### config.mk
export PLATFORM = sky130hd
export DESIGN_NAME = fetch_unit
export DESIGN_NICKNAME = d
export VERILOG_FILES = /design/src/rtl/fetch_pkg.sv /design/src/rtl/fetch_unit_inst_fifo.sv /design/src/rtl/fetch_unit.sv
export SDC_FILE = /design/constraint.sdc
export NUM_CORES = 1
export LEC_CHECK = 0
export ABC_AREA = 1
export CAP_MARGIN = 10
export CORE_UTILIZATION = 50
export CTS_CLUSTER_SIZE = 20
export DETAILED_ROUTE_END_ITERATION = 7
export MAX_ROUTING_LAYER = met4
export PLACE_DENSITY = 0.87
export SYNTH_ARGS = -nofsm -noshare
export SYNTH_HDL_FRONTEND = slang
export SYNTH_SLANG_ARGS = --single-unit
### constraint.sdc
create_clock -name clk -period 11.8 [get_ports clk]
set_input_delay 3.54 -clock clk [delete_from_list [all_inputs] [get_ports clk]]
set_output_delay 3.54 -clock clk [all_outputs]
set_load 0.02 [all_outputs]
### src/rtl/fetch_pkg.sv
// Shared types and constants for the instruction fetch stage.
package fetch_pkg;

  typedef enum logic [1:0] {
    IDLE    = 2'd0,
    REQ     = 2'd1,
    DISCARD = 2'd2
  } fetch_state_t;

  localparam logic [31:0] INST_BYTES = 32'd4;

  // Buffer entry layout: {pc, inst}
  typedef struct packed {
    logic [31:0] pc;
    logic [31:0] inst;
  } fetch_entry_t;

  // Force a fetch address onto a word boundary.
  function automatic logic [31:0] align_pc(input logic [31:0] pc);
    return {pc[31:2], 2'b00};
  endfunction

endpackage

### src/rtl/fetch_unit_inst_fifo.sv
// Small instruction buffer: power-of-2 depth, {pc, inst} entries,
// wrap-around pointers, flush has priority over push/pop.
module inst_fifo
  import fetch_pkg::*;
#(
  parameter int DEPTH = 2,
  localparam int AW = (DEPTH > 1) ? $clog2(DEPTH) : 1,
  localparam int CW = AW + 1
) (
  input  logic          clk,
  input  logic          rst,
  input  logic          flush,
  input  logic          push,
  input  logic [63:0]   push_data,
  input  logic          pop,
  output logic [63:0]   head,
  output logic [CW-1:0] count
);

  localparam logic [CW-1:0] DEPTH_C = CW'(DEPTH);

  logic [63:0]   mem [DEPTH];
  logic [AW-1:0] wr_ptr, rd_ptr;
  logic          do_push, do_pop;

  // Guards keep the pointers consistent even if a caller misbehaves.
  assign do_pop  = pop && (count != '0);
  assign do_push = push && ((count != DEPTH_C) || do_pop);

  // Head is zero while empty so stale data never reaches the decoder.
  assign head = (count != '0) ? mem[rd_ptr] : '0;

  // Storage array; no reset needed, contents are masked by count.
  always_ff @(posedge clk) begin
    if (do_push && !flush) mem[wr_ptr] <= push_data;
  end

  // Pointer and occupancy bookkeeping.
  always_ff @(posedge clk or posedge rst) begin
    if (rst) begin
      wr_ptr <= '0;
      rd_ptr <= '0;
      count  <= '0;
    end else if (flush) begin
      wr_ptr <= '0;
      rd_ptr <= '0;
      count  <= '0;
    end else begin
      if (do_push) wr_ptr <= wr_ptr + 1'b1;
      if (do_pop)  rd_ptr <= rd_ptr + 1'b1;
      case ({do_push, do_pop})
        2'b10:   count <= count + 1'b1;
        2'b01:   count <= count - 1'b1;
        default: count <= count;
      endcase
    end
  end

endmodule

### src/rtl/fetch_unit.sv
// Instruction fetch: single-outstanding imem reads into a small buffer,
// decoder drains via valid/ready, redirect flushes and restarts.
module fetch_unit
  import fetch_pkg::*;
#(
  parameter logic [31:0] RESET_PC  = 32'h0000_0000,
  parameter int          BUF_DEPTH = 2
) (
  input  logic        clk,
  input  logic        rst,
  output logic        imem_req,
  output logic [31:0] imem_addr,
  input  logic        imem_ack,
  input  logic [31:0] imem_rdata,
  input  logic        redirect,
  input  logic [31:0] redirect_pc,
  output logic        inst_valid,
  input  logic        inst_ready,
  output logic [31:0] inst,
  output logic [31:0] inst_pc
);

  localparam int CW = ((BUF_DEPTH > 1) ? $clog2(BUF_DEPTH) : 1) + 1;
  localparam logic [CW-1:0] DEPTH_C = CW'(BUF_DEPTH);

  fetch_state_t  state, state_nxt;
  logic [31:0]   fetch_pc, fetch_pc_nxt, new_pc;
  logic [CW-1:0] count, cnt_after_pop, cnt_after;
  logic [63:0]   head;
  logic          push, pop;
  fetch_entry_t  push_ent;
  logic          unused_low_bits;

  assign unused_low_bits = &{1'b0, redirect_pc[1:0]};
  assign new_pc          = align_pc(redirect_pc);

  assign inst_valid = (count != '0);
  assign inst_pc    = head[63:32];
  assign inst       = head[31:0];

  assign pop  = inst_valid && inst_ready;
  assign push = (state == REQ) && imem_ack && !redirect;

  assign push_ent.pc   = fetch_pc;
  assign push_ent.inst = imem_rdata;

  // Occupancy projections used to reserve a slot before issuing a request.
  assign cnt_after_pop = count - {{(CW-1){1'b0}}, pop};
  assign cnt_after     = cnt_after_pop + {{(CW-1){1'b0}}, push};

  // Next-state / next-PC; redirect outranks everything in every state.
  always_comb begin
    state_nxt    = state;
    fetch_pc_nxt = fetch_pc;
    case (state)
      IDLE: begin
        if (redirect) begin
          fetch_pc_nxt = new_pc;
          state_nxt    = REQ;
        end else if (cnt_after_pop < DEPTH_C) begin
          state_nxt = REQ;
        end
      end
      REQ: begin
        if (redirect) begin
          fetch_pc_nxt = new_pc;
          // An unacked request must drain before the new PC can go out.
          state_nxt    = imem_ack ? REQ : DISCARD;
        end else if (imem_ack) begin
          fetch_pc_nxt = fetch_pc + INST_BYTES;
          state_nxt    = (cnt_after < DEPTH_C) ? REQ : IDLE;
        end
      end
      DISCARD: begin
        if (redirect) fetch_pc_nxt = new_pc;
        if (imem_ack) state_nxt = redirect ? IDLE : REQ;
      end
      default: state_nxt = IDLE;
    endcase
  end

  // FSM state plus registered memory-side outputs.
  always_ff @(posedge clk or posedge rst) begin
    if (rst) begin
      state     <= IDLE;
      fetch_pc  <= RESET_PC;
      imem_addr <= RESET_PC;
      imem_req  <= 1'b0;
    end else begin
      state    <= state_nxt;
      fetch_pc <= fetch_pc_nxt;
      imem_req <= (state_nxt != IDLE);
      // The old address stays on the bus while a discarded read drains.
      if (state_nxt != DISCARD) imem_addr <= fetch_pc_nxt;
    end
  end

  inst_fifo #(.DEPTH(BUF_DEPTH)) u_fifo (
    .clk       (clk),
    .rst       (rst),
    .flush     (redirect),
    .push      (push),
    .push_data (push_ent),
    .pop       (pop),
    .head      (head),
    .count     (count)
  );

endmodule

==> results of run 1 <==
-- worst register-to-register path: cells and delay by family, from the launching register on --
family / cells / cell delay (ps)
buffers and inverters: 3 / 870
DFF: 1 / 940
AOI/OAI and AO/OA: 1 / 140
and+or+nand+nor: 3 / 930
-- flip-flops by register name (all words and copies together), names as in the netlist --
register       cells
imem_req           1
u_fifo.wr_ptr      1
u_fifo.mem       128
imem_addr         32
fetch_pc          32
state              2
u_fifo.rd_ptr      1
u_fifo.count       2
-- per-layer routing --
layer	wire length [um]	vias to the layer above	global-route usage, %
met1	8810	3397	31.6
met2	10200	356	39.0
met5	0	-	-
met4	510	0	10.4
met3	2060	39	5.11
li1	-	3473	-
-- Yosys cell counts (all sizes together) --
library cell / n / share of area (%)
and2: 1 / 0.070
inv: 87 / 3.6
o32ai: 8 / 0.78
xnor2: 2 / 0.19
a21o: 1 / 0.084
o21ai: 33 / 1.8
o21bai: 2 / 0.17
a31oi: 4 / 0.28
or2: 7 / 0.49
nand4: 13 / 0.90
nand3b: 1 / 0.084
edfxtp: 128 / 43
dfrtp: 71 / 20
o22ai: 18 / 1.3
nor3: 7 / 0.39
ha: 2 / 0.28
nor2: 71 / 3.4
xor2: 1 / 0.097
buf: 17 / 0.86
clkbuf: 24 / 1.3
nand2: 317 / 14
nand3: 54 / 3.0
a21oi: 80 / 4.5
o211ai: 3 / 0.25
-- logic make-up after synthesis --
group                      Yosys count
AOI/OAI and AO/OA                  149
buffers and inverters              128
DFF                                199
and+or+nand+nor                    471
xor gates and xnor gates             3
adders and majority gates            2
-- area by class of cell --
class                      count  share of cell area (%)
sequential                   199                    49.4
multi-input combinational    625                    25.2
timing repair buffer         172                    15.0
clock buffer                  19                    3.89
inverter                      87                    2.87
tap                          225                    2.47
clock inverter                13                    1.17
-- power by group through the flow --
stage / logic (mW) / registers, mW / clock network (mW)
floorplan: 0.568 / 1.08 / 0
global placement: 1.02 / 1.07 / 0
detailed placement: 1.04 / 1.07 / 0
CTS: 1.05 / 1.06 / 0.570
global route: 1.14 / 1.09 / 0.597
finish: 1.04 / 1.07 / 0.561
-- path summary, 6_finish.rpt --
path / start / cells after the start / slack [ps] / end
setup reg to reg: state[0] / 7 / 8480 / u_fifo.mem[1][32]
hold reg to reg: imem_addr[4] / 2 / 480 / imem_addr[4]
min in group asynchronous: rst / 3 / 3680 / imem_addr[23]
hold / removal: imem_addr[4] / 2 / 480 / imem_addr[4]
setup / recovery: u_fifo.rd_ptr / 4 / 5600 / inst_pc[18]
max in group asynchronous: rst / 3 / 7460 / u_fifo.rd_ptr
-- through the flow --
stage | power [mW] | instances | util [%]
finish | 2.67 | 1340 | 65.3
global route | 2.82 | 1340 | 65.3
CTS | 2.68 | 1340 | 65.3
detailed placement | 2.11 | 1308 | 62.0
global placement | 2.08 | 1308 | 62.0
floorplan | 1.65 | 952 | -
==> results.toml, run 1 <==
[run_status]
outcome = "finished clean"

[min_path]
hold_path.class = "flop to flop"

[sta]
period_minus_slack_ps = 6200
max_freq_mhz = 161
finClkSkew_ps = 22.1
rsz0062_at_grt = "no"
fin_tns_setup_ps = 0
maxSlewHeadroom_pct = 27.4
maxSlewViolCount = 0
finalSetupViolCount = 0
fin_ws_ps = 5600
hold_slack_ps = 483
worst_pin_slew_ps = 1090
finalCritPeriodShare_pct = 52.6
finalHoldViolations = 0

[setup_path]
endpoint_kind = "output port"
worstSetupPathType = "flop to output port"
crit_slowest_cell = "inv_2"
max_stage_delay_ps = 780
arrival_ps = 2660
cp.required_ps = 8260
start_kind = "flop"
critPathTopFamily = "buffers and inverters"
cp_num_buf_inv = 2
path_cells = "inv_2 -> nand2_1 -> a21oi_1 -> clkdlybuf4s50_1"
cp_max_fo = 64

[clock_network]
tritoncts = "yes"
hold_buffers = 0
clock_sinks = 199
post_cts_buffers = 0
cts_buffers = 17
clk_latency_ps = 440
ctsLongestPathBuffers = 2
cts_root_buf = "clkbuf_16"
clk_pin_slew_worst_paths_ps = 70
htreeDepth = 4
cts_resized = 0

[layout]
multi_input_area_um2 = 2870
design_area_um2 = 11400
final_common_cell = "nand2_1"
drive_gt1_share_pct = 5.83
area_growth_pct = 26.5
num_antenna_cells = 0
regArea_um2 = 5620
mostFrequentLayoutCells = "nand2_1, clkdlybuf4s50_1, edfxtp_1, inv_1, a21oi_1"
nNetsFinal = 1173
nFillCells = 1359

[synthesis]
mappedNetlistArea_um2 = 8990
ys_types = 36
muxShareOfSynthArea_pct = 0
synth_compound_area_share_pct = 9.14
synth_seq_cells = 199
yosysSeqAreaShare_pct = 62.5
syn_avg_cell_area_um2 = 9.44
ys_warn_count = 0
synth-xor-area-share_pct = 0.292
synth.net_count = 1023
synth_top_family_by_area = "simple AND/OR/NAND/NOR gates"
synth-simple-area-share_pct = 21.9
netlist_instances = 952
synth_fa_ha_area_share_pct = 0.278

[global_routing]
antenna_found_initial = 0
grt_util_all_layers_pct = 24.9
first_global_vias = 6893
grt_pass1_wl_um = 34300
grt_max_degree = 72
grt-ovfl-total = 0

[floorplanning]
io_pins = 167
start_util_pct = 51.6
chipHeight_um = 136
die-area_um2 = 18500
core-area_um2 = 17400
rows = 48
die_x_um = 136

[place]
place_area_um2 = 10800
finalWeightedCongestion = 0.934
hpwl_um = 13900
port-buffer-count = 164
place_ws_ps = 5440

[routing]
routedWlPerCell_um = 16.1
drc = 0
vias_per_cell = 5.42
via_count = 7265
drt_iter0_drc = 670
postRouteAntennaNets = 0
drt_wl_total_um = 21600
firstDrtPassIters = 6

[power]
internal_power_mw = 1.64
pwr-share-seq_pct = 39.9
leakage_nw = 4.57
switching_power_mw = 1.03
p_sw_share_pct = 38.7
peakVddDrop_mv = 0.135
clkPwrFrac_pct = 21.0
comb_power_share_pct = 39.0
p_per_area_nw_per_um2 = 235

[job]
cap_violations = 0
No activity file was read; power rests on OpenSTA's default activity.
==> inputs of run 2 (changes only) <==
--- a/config.mk
+++ b/config.mk
@@ -7,11 +7,11 @@
 export LEC_CHECK = 0
 export ABC_AREA = 1
 export CAP_MARGIN = 10
-export CORE_UTILIZATION = 50
+export CORE_UTILIZATION = 47
 export CTS_CLUSTER_SIZE = 20
 export DETAILED_ROUTE_END_ITERATION = 7
 export MAX_ROUTING_LAYER = met4
-export PLACE_DENSITY = 0.87
+export PLACE_DENSITY = 0.86
 export SYNTH_ARGS = -nofsm -noshare
 export SYNTH_HDL_FRONTEND = slang
 export SYNTH_SLANG_ARGS = --single-unit
==> constraint.sdc (replaced) <==
create_clock -name clk -period 5.15 [get_ports clk]
set_input_delay 1.545 -clock clk [delete_from_list [all_inputs] [get_ports clk]]
set_output_delay 1.545 -clock clk [all_outputs]
set_load 0.02 [all_outputs]
==> run 2 against run 1 <==
Sequential power is 130% higher. Setup slack lost 4700 ps. Via count up 1.3%. Largest cell class unchanged.
==> results.toml, run 2 (synthesis gave the netlist of run 1 again) <==
[floorplanning]
die-area_um2 = 19700
io_pins = 167
chipHeight_um = 140
core-area_um2 = 18700
start_util_pct = 48.1
rows = 50
die_x_um = 140

[routing]
routedWlPerCell_um = 16.6
drt_iter0_drc = 667
postRouteAntennaNets = 0
drt_wl_total_um = 22400
via_count = 7358
vias_per_cell = 5.44
drc = 0
firstDrtPassIters = 5

[sta]
finalSetupViolCount = 0
fin_ws_ps = 935
worst_pin_slew_ps = 887
maxSlewViolCount = 0
fin_tns_setup_ps = 0
finalHoldViolations = 0
finClkSkew_ps = 13.5
hold_slack_ps = 483
max_freq_mhz = 237
maxSlewHeadroom_pct = 40.8
rsz0062_at_grt = "no"
period_minus_slack_ps = 4210
finalCritPeriodShare_pct = 81.8

[power]
clkPwrFrac_pct = 20.9
p_per_area_nw_per_um2 = 538
comb_power_share_pct = 39.3
pwr-share-seq_pct = 39.7
switching_power_mw = 2.42
internal_power_mw = 3.72
p_sw_share_pct = 39.5
leakage_nw = 4.60
peakVddDrop_mv = 0.298

[min_path]
min_to = "imem_addr[6]"
whs_path_depth = 2
hold_path.class = "flop to flop"
hold_start = "imem_addr[6]"

[clock_network]
cts_resized = 0
tritoncts = "yes"
htreeDepth = 4
clk_pin_slew_worst_paths_ps = 70
clk_latency_ps = 440
post_cts_buffers = 0
ctsLongestPathBuffers = 2
cts_buffers = 17
hold_buffers = 0
clock_sinks = 199
cts_root_buf = "clkbuf_16"

[setup_path]
critPathTopFamily = "buffers and inverters"
arrival_ps = 2670
cp_max_fo = 50
max_stage_delay_ps = 640
worstSetupPathType = "flop to output port"
reg2regPathDepth = 7
cp.required_ps = 3610
cp_num_buf_inv = 3
crit_slowest_cell = "inv_2"
start_kind = "flop"
reg2reg_slack_ps = 2160
cp.depth = 5
r2r-start = "state[0]"
endpoint_kind = "output port"
reg2reg_to = "u_fifo.mem[0][20]"
path_cells = "inv_2 -> buf_4 -> nand2_1 -> a21oi_1 -> clkdlybuf4s50_1"

[place]
placedCellCount = 1320
finalWeightedCongestion = 0.912
port-buffer-count = 164
place_ws_ps = 1050
hpwl_um = 14900

[layout]
largest_reg_flops = 128
reg.largest.list = "u_fifo.mem x128, fetch_pc x32, imem_addr x32"
nNetsFinal = 1176
area_growth_pct = 27.1
drive_gt1_share_pct = 6.35
final_cells = 1352
num_antenna_cells = 0
mostFrequentLayoutCells = "nand2_1, clkdlybuf4s50_1, edfxtp_1, inv_1, a21oi_1"
multi_input_area_um2 = 2870
fin_util_pct = 61.1
final_common_cell = "nand2_1"
nFillCells = 1500
regMostFlops = "u_fifo.mem"
regArea_um2 = 5620

[global_routing]
first_global_vias = 7047
grt_util_all_layers_pct = 24.0
grt_pass1_wl_um = 35400
antenna_found_initial = 0
grt-ovfl-total = 0
grt_max_degree = 67

[job]
cap_violations = 0

[run_status]
outcome = "finished clean"
==> run 2: cell types whose count changed in the layout (fill, tap and decap cells not counted), moves of 2 or more <==
cell	before	now
clkinvlp_4	2	0
clkinv_4	4	2
clkinv_1	2	0
buf_12	0	2
inv_4	0	2
inv_6	0	6
==> run 2: worst max path at each step <==
stage / from / slack (ps) / to
2_1_floorplan: redirect / -100 / u_fifo.mem[0][0]
3_3_place_gp: imem_ack / 1080 / u_fifo.mem[1][58]
3_5_place_dp: imem_ack / 1050 / u_fifo.mem[0][25]
4_1_cts: u_fifo.rd_ptr / 890 / inst[0]
5_1_grt: u_fifo.rd_ptr / 770 / inst[28]
6_report: u_fifo.rd_ptr / 940 / inst[20]
==> run 2: power by group through the flow <==
| stage | Clock (mW) | Combinational [mW] | Sequential [mW] |
|---|---|---|---|
| after floorplan | 0 | 1.30 | 2.48 |
| after global placement | 0 | 2.35 | 2.44 |
| after detailed placement | 0 | 2.41 | 2.46 |
| after CTS | 1.30 | 2.43 | 2.43 |
| after global routing | 1.37 | 2.63 | 2.47 |
| final | 1.28 | 2.42 | 2.44 |
==> run 2: final cells by class <==
class / count / area share [%]
well taps: 234 / 2.56
inverters: 87 / 2.86
clock inverters: 15 / 1.22
repair buffers: 175 / 15.3
multi-input cells: 625 / 25.1
flip-flops and latches: 199 / 49.2
clock buffers: 17 / 3.72
==> run 2: worst reg2reg max path: cells and delay by family (launching register included) <==
kind,cells,cell delay (ps)
AND/OR/NAND/NOR,3,1030
flip-flops,1,900
AO/OA/AOI/OAI,1,140
buffers and inverters,3,590
==> run 2: per-stage QoR <==
stage / instance area, um2 / power [mW]
after floorplan: 8990 / 3.78
after global placement: 10900 / 4.79
after detailed placement: 10900 / 4.87
after CTS: 11400 / 6.16
after global routing: 11400 / 6.48
final: 11400 / 6.14
==> run 2: layer usage <==
layer  GRT usage, %  routed length, um
met1           30.0               9490
met2           38.5              10600
met3           4.51               1730
met4           10.3                637
met5              -                  0
